**src/rtl/univ_shift_reg.sv**
```systemverilog
// WIDTH-bit universal register: hold, shifts, rotates, arithmetic shift, load,
// plus a self-timed burst mode that serialises a loaded word out of sout_r LSB-first.
module univ_shift_reg #(
  parameter int               WIDTH       = 8,
  parameter logic [WIDTH-1:0] RESET_VALUE = '0
) (
  input  logic             clk,
  input  logic             reset,
  input  logic             sclr,
  input  logic             en,
  input  logic [2:0]       mode,
  input  logic [WIDTH-1:0] d,
  input  logic             sin_l,
  input  logic             sin_r,
  output logic [WIDTH-1:0] q,
  output logic             sout_r,
  output logic             sout_l,
  output logic             busy,
  output logic             done
);

  localparam int CW = ($clog2(WIDTH) < 1) ? 1 : $clog2(WIDTH);
  localparam logic [CW-1:0] LAST = CW'(WIDTH - 1);

  typedef enum logic {
    IDLE,
    SHIFT
  } state_t;

  state_t           state_q;
  logic [WIDTH-1:0] data_q;
  logic [CW-1:0]    cnt_q;
  logic             busy_q;
  logic             done_q;

  // Priority is sclr, then an active burst, then the en/mode operations.
  always_ff @(posedge clk or negedge reset) begin
    if (!reset) begin
      data_q  <= RESET_VALUE;
      state_q <= IDLE;
      cnt_q   <= '0;
      busy_q  <= 1'b0;
      done_q  <= 1'b0;
    end else begin
      done_q <= 1'b0;
      if (sclr) begin
        data_q  <= '0;
        state_q <= IDLE;
        cnt_q   <= '0;
        busy_q  <= 1'b0;
      end else if (state_q == SHIFT) begin
        if (en) begin
          data_q <= {1'b0, data_q[WIDTH-1:1]};
          if (cnt_q == LAST) begin
            state_q <= IDLE;
            cnt_q   <= '0;
            busy_q  <= 1'b0;
            done_q  <= 1'b1;
          end else begin
            cnt_q <= cnt_q + 1'b1;
          end
        end
      end else if (en) begin
        case (mode)
          3'b000: data_q <= data_q;
          3'b001: data_q <= {data_q[WIDTH-2:0], sin_r};
          3'b010: data_q <= {sin_l, data_q[WIDTH-1:1]};
          3'b011: data_q <= d;
          3'b100: data_q <= {data_q[WIDTH-2:0], data_q[WIDTH-1]};
          3'b101: data_q <= {data_q[0], data_q[WIDTH-1:1]};
          3'b110: data_q <= {data_q[WIDTH-1], data_q[WIDTH-1:1]};
          default: begin
            data_q  <= d;
            cnt_q   <= '0;
            state_q <= SHIFT;
            busy_q  <= 1'b1;
          end
        endcase
      end
    end
  end

  assign q      = data_q;
  assign sout_r = data_q[0];
  assign sout_l = data_q[WIDTH-1];
  assign busy   = busy_q;
  assign done   = done_q;

endmodule

```
**config.mk**
```make
export PLATFORM = sky130hd
export DESIGN_NAME = univ_shift_reg
export DESIGN_NICKNAME = d
export VERILOG_FILES = /design/src/rtl/univ_shift_reg.sv
export SDC_FILE = /design/constraint.sdc
export NUM_CORES = 1
export LEC_CHECK = 0
export BUFFER_PORTS_ARGS = -buffer_cell sky130_fd_sc_hd__buf_2
export CAP_MARGIN = 10
export CORE_MARGIN = 3
export CORE_UTILIZATION = 55
export CTS_CLUSTER_DIAMETER = 80
export CTS_CLUSTER_SIZE = 14
export DETAILED_ROUTE_END_ITERATION = 7
export PLACE_DENSITY = 0.83
export SLEW_MARGIN = 20
export SYNTH_ARGS = -nofsm -noshare
export SYNTH_HDL_FRONTEND = slang
export SYNTH_SLANG_ARGS = --single-unit
```
**constraint.sdc**
```tcl
create_clock -name clk -period 2.4 [get_ports clk]
set_input_delay 0.36 -clock clk [delete_from_list [all_inputs] [get_ports clk]]
set_output_delay 0.36 -clock clk [all_outputs]
set_load 0.005 [all_outputs]
```
Word-level counts from Yosys, hierarchy flattened
Index checks and enable logic that the tools add are counted.
{ "op_classes": {"addsub": 1, "eq_ne": 11, "n_mux": 27, "n_reduce_logical": 7} }
{ "ops": {"columns": ["operator", "count"], "rows": [
  ["case mux 8 bit (6 select lines)", 1],
  ["2-to-1 mux 8 bit", 4],
  ["2-to-1 mux 3 bit", 6],
  ["2-to-1 mux 1 bit", 16],
  ["equality test 3 bit (second input constant)", 4],
  ["OR reduction 7 bit", 1],
  ["equality test 3 x 2 -> 1 bit (second input constant)", 2],
  ["!= test 3 bit (second input constant)", 2],
  ["AND reduction 3 bit", 2],
  ["AND reduction 2 bit", 2],
  ["adder 3 x 1 -> 3 bit (second input constant)", 1],
  ["equality test 3 x 1 -> 1 bit (second input constant)", 1],
  ["zero test 3 bit", 1],
  ["!= test 3 x 1 -> 1 bit (second input constant)", 1],
  ["!= test 3 x 2 -> 1 bit (second input constant)", 1],
  ["nonzero test 2 bit", 1]
]} }
{ "totals": {"register_bits": 14, "inputBits": 17, "out_inout_bits": 12, "elab_cells": 52} }

Depth between registers and ports, before layout
{ "depth": {"word_depth": 6, "mapped_depth": 6, "depth_no_buf": 5} }

Worst setup path before layout
Ideal clock, no wire load.
{ "synth_path": {"path_kind": "input port to flip-flop", "from": "input port mode[0]", "to": "register data_q[2], in the netlist q[2]", "setup_time_ps": 130, "arrival_ps": 1277, "t_required_ps": 2270, "path_slack_ps": 993, "cell_stages": 5, "n_path_buf": 1, "path_cell_list": "buf_6 > or3_2 > o2bb2ai_1 > or3_1 > a31oi_1"} }
{ "synth_via": {"elab_chain_cells": 5, "word_cells_on_any_way": 12, "cone_classes": "6 x eq/ne; 4 x mux; 2 x reduce/logical"} }
{ "synth_lines": {"columns": ["item", "line", "rtl"], "rows": [
  ["from (decl)", "11", "input logic [2:0] mode,"],
  ["equality test 3 bit (tied with other cells)", "64", "case (mode)"],
  ["case mux 8 bit (6 select lines)", "64", null],
  ["2-to-1 mux 8 bit", "63", "end else if (en) begin"],
  ["2-to-1 mux 8 bit", "51", "end else if (state_q == SHIFT) begin"],
  ["2-to-1 mux 8 bit", "46", "if (sclr) begin"],
  ["to (signal assigned)", "53", "data_q <= {1'b0, data_q[WIDTH-1:1]};"],
  ["to (signal assigned)", "65", "3'b000: data_q <= data_q;"],
  ["to (signal assigned)", "66", "3'b001: data_q <= {data_q[WIDTH-2:0], sin_r};"],
  ["to (decl)", "31", "logic [WIDTH-1:0] data_q;"]
]} }
Parallel ways exist; a longest one is shown, timed or not. The select of a mux whose other input is x is not followed.
A chain may end at the register's enable or synchronous reset.

Worst setup path after layout
{ "layout_path": {"from": "register state_q", "to": "register data_q[0], in the netlist q[0]"} }
{ "layout_via": {"elab_chain_cells": 2, "word_cells_on_any_way": 4, "cone_classes": "1 x eq/ne; 2 x mux; 1 x reduce/logical"} }
{ "layout_lines": {"columns": ["item", "line", "rtl"], "rows": [
  ["from (decl)", "30", "state_t state_q;"],
  ["from (signal assigned)", "40", "state_q <= IDLE;"],
  ["from (signal assigned)", "48", "state_q <= IDLE;"],
  ["from (signal assigned)", "55", "state_q <= IDLE;"],
  ["!= test 3 bit (no source line) / 2-to-1 mux 8 bit (equally long branches)", null, null],
  ["AND reduction 2 bit (no source line) / 2-to-1 mux 8 bit (equally long branches)", null, null]
]} }
Parallel ways exist; a longest one is shown, timed or not.

==> impl_metrics.tcl <==
set metrics [dict create \
    fmax_mhz 624 \
    path_buf_inv 0 \
    via_count 1063 \
    required_ps 2610 \
    r2r-start "state_q$_DFF_PN0_" \
    p_leak_nw 0.568 \
    switching_share 0.318 \
    timing.hold.ws_ps 341 \
    diodes 0 \
    max_stage_delay_ps 700 \
    p_clk_frac 0.271 \
    cp-start-kind "register" \
    layout_min_cycle_time_ps 1600 \
    die_w_microns 50.2 \
    boundaryPins 29 \
    relSlewSlack 0.465 \
    synth_nets 144 \
    antenna_found_initial 0 \
    status "complete, no violations" \
    hpwl_microns 1810 \
    p_switching_w 0.000199 \
    worstSkewPairLatency_ps 280 \
    synthTopCellsByArea "dfrtp_1, mux2i_1, nand2_1" \
    hold_viol 0 \
    yosysTopAreaCell "dfrtp_1" \
    drive_gt1_frac 0.248 \
    avgSynthCellArea_sq_um 8.60 \
    nFillCells 156 \
    rows 15 \
    critical-path-top-delay-family "simple AND/OR/NAND/NOR gates" \
    synth_top_area_share 0.326 \
    netlist_top_cells_count "nand2_1, nor2_1, dfrtp_1" \
    synth-edff-count 0 \
    start_util 0.603 \
    h-tree-depth 1 \
    die_h_microns 50.2 \
    final.setup.worst_slack_ps 797 \
    grt_max_degree 24 \
    setup_viol 0 \
    netlist_instances 125 \
    cts.reportedPaths.clkPinSlew_ps 90 \
    wl_microns 2500 \
    critPathKind "register to register" \
    ys.flop_type "dfrtp_1" \
    drv_cap 0 \
    seqCellArea_sq_um 350 \
    core_sq_um 1780 \
    r2r_cells 3 \
    vias_per_cell 6.11 \
    reg2reg_slack_ps 800 \
    whs_path_depth 2 \
    cp_max_fo 11 \
    tightest_slew_ps 801 \
    cts_inserted_buffers 3 \
    dp_slack_ps 724 \
    crit_arrival_ps 1820 \
    end_kind "register" \
    seq_area_frac_synth 0.326 \
    worst_hold_path.endpoint "busy$_DFFE_PN0P_" \
    overflow 0 \
    yosys_warnings 0 \
    power.density_nw_per_um2 516 \
    cts_tree "done" \
    grt_pass1_vias 1040 \
    rsz0062_at_grt "no" \
    cp_slowest_cell "nor2b_1" \
    clockBufferDepth 2 \
    ant_nets 0 \
    track_usage 0.234 \
    final_core_util 0.682 \
    p_int_w 0.000428 \
    cts_root_buffer "clkbuf_4" \
    place_congestion 0.877 \
    netlist_area_sq_um 1070 \
    nets 169 \
    multi_input_area_sq_um 644 \
    dr.pass1.iters 4 \
    clkSinkCount 14 \
    synth_cell_types 32 \
    slew_violations 0 \
    first_iter_violations 22 \
    synth_seq_cells 14 \
    grt_pass1_wl_microns 4580 \
    drt-wirelength-per-cell_microns 14.4 \
    drcViolationCount 0 \
    pwr-share-seq 0.468 \
    port_buffers 28 \
    finalCritPeriodShare 0.668 \
    path_cells "nor2b_1, a32oi_1, a21oi_1" \
    async_reset_ff_frac 1.00 \
    tns_ps 0 \
    skew_ps 13.0 \
    ir_drop_v 0.000517 \
    areaGrowthSynthToFinish_pct 13.2 \
    hp-start "sclr" \
    dieArea_sq_um 2520 \
    r2r_end "q[0]$_DFFE_PN0P_" \
    hold_path_class "input pin to register" \
    combPwrFrac 0.261 \
]
area by class of cell:
cell class | instances | share of cell area
Clock buffer | 4 | 0.0298
Inverter | 1 | 0.00309
Multi-Input combinational cell | 101 | 0.530
Sequential cell | 14 | 0.288
Tap cell | 25 | 0.0257
Timing Repair Buffer | 29 | 0.123
kinds of logic after synthesis:
family,count (synthesis),synth area share
muxes,13,0.121
AOI/OAI and AO/OA,34,0.210
xor gates and xnor gates,2,0.0233
and+or+nand+nor,50,0.222
buffers and inverters,10,0.0745
adders and majority gates,2,0.0233
DFF,14,0.326
power groups by stage:
stage / clock [W] / sequential [W] / combinational, W
after floorplan: 0 / 0.000289 / 0.000112
after global placement: 0 / 0.000295 / 0.000158
after detailed placement: 0 / 0.000297 / 0.000163
after CTS: 0.000174 / 0.000293 / 0.000165
after global routing: 0.000189 / 0.000298 / 0.000186
final: 0.000170 / 0.000293 / 0.000164
worst max path at each step:
stage	start	end	slack [ps]	depth (start not counted)
final	state_q$_DFF_PN0_	q[0]$_DFFE_PN0P_	800	3
after global routing	state_q$_DFF_PN0_	cnt_q[1]$_DFFE_PN0P_	640	3
after CTS	state_q$_DFF_PN0_	q[0]$_DFFE_PN0P_	830	3
after detailed placement	mode[1]	q[6]$_DFFE_PN0P_	720	5
after global placement	mode[1]	q[3]$_DFFE_PN0P_	750	5
after floorplan	mode[0]	q[2]$_DFFE_PN0P_	990	5
metrics by stage:
step	total power [W]	area (sq um)	std cells
3_3_place_gp	0.000453	1170	169
3_5_place_dp	0.000460	1170	169
2_1_floorplan	0.000401	1070	125
4_1_cts	0.000631	1220	174
6_report	0.000627	1220	174
5_1_grt	0.000673	1220	174
sequential cells by signal, summed over array words and instances, names as in the netlist:
signal   count
busy         1
cnt_q        3
done         1
q            8
state_q      1
routing by layer:
layer	track usage	routed length [microns]
met1	0.311	1100
met5	0	0
met2	0.350	1150
met3	0.0593	194
met4	0.115	52
cell usage in the layout, fill, tap and decap left out, drive strengths merged, types with 3 or more instances in the layout:
cell type | Yosys | routed
nor2 | 16 | 16
a31oi | 5 | 5
nor3 | 6 | 6
o21ai | 9 | 9
nor2b | 3 | 3
nand2 | 15 | 15
dfrtp | 14 | 14
clkbuf | 1 | 4
buf | 8 | 28
a21oi | 7 | 7
o2bb2ai | 5 | 5
mux2i | 13 | 13
or3 | 6 | 6
what timing repair did:
action / in CTS / in global routing
setup buffers: 0 / 0
endpoints found under the hold margin: 14 / 0
gates resized for setup: 0 / 0
hold buffers: 1 / 0
Note: power is estimated with default switching activity, not from simulation.
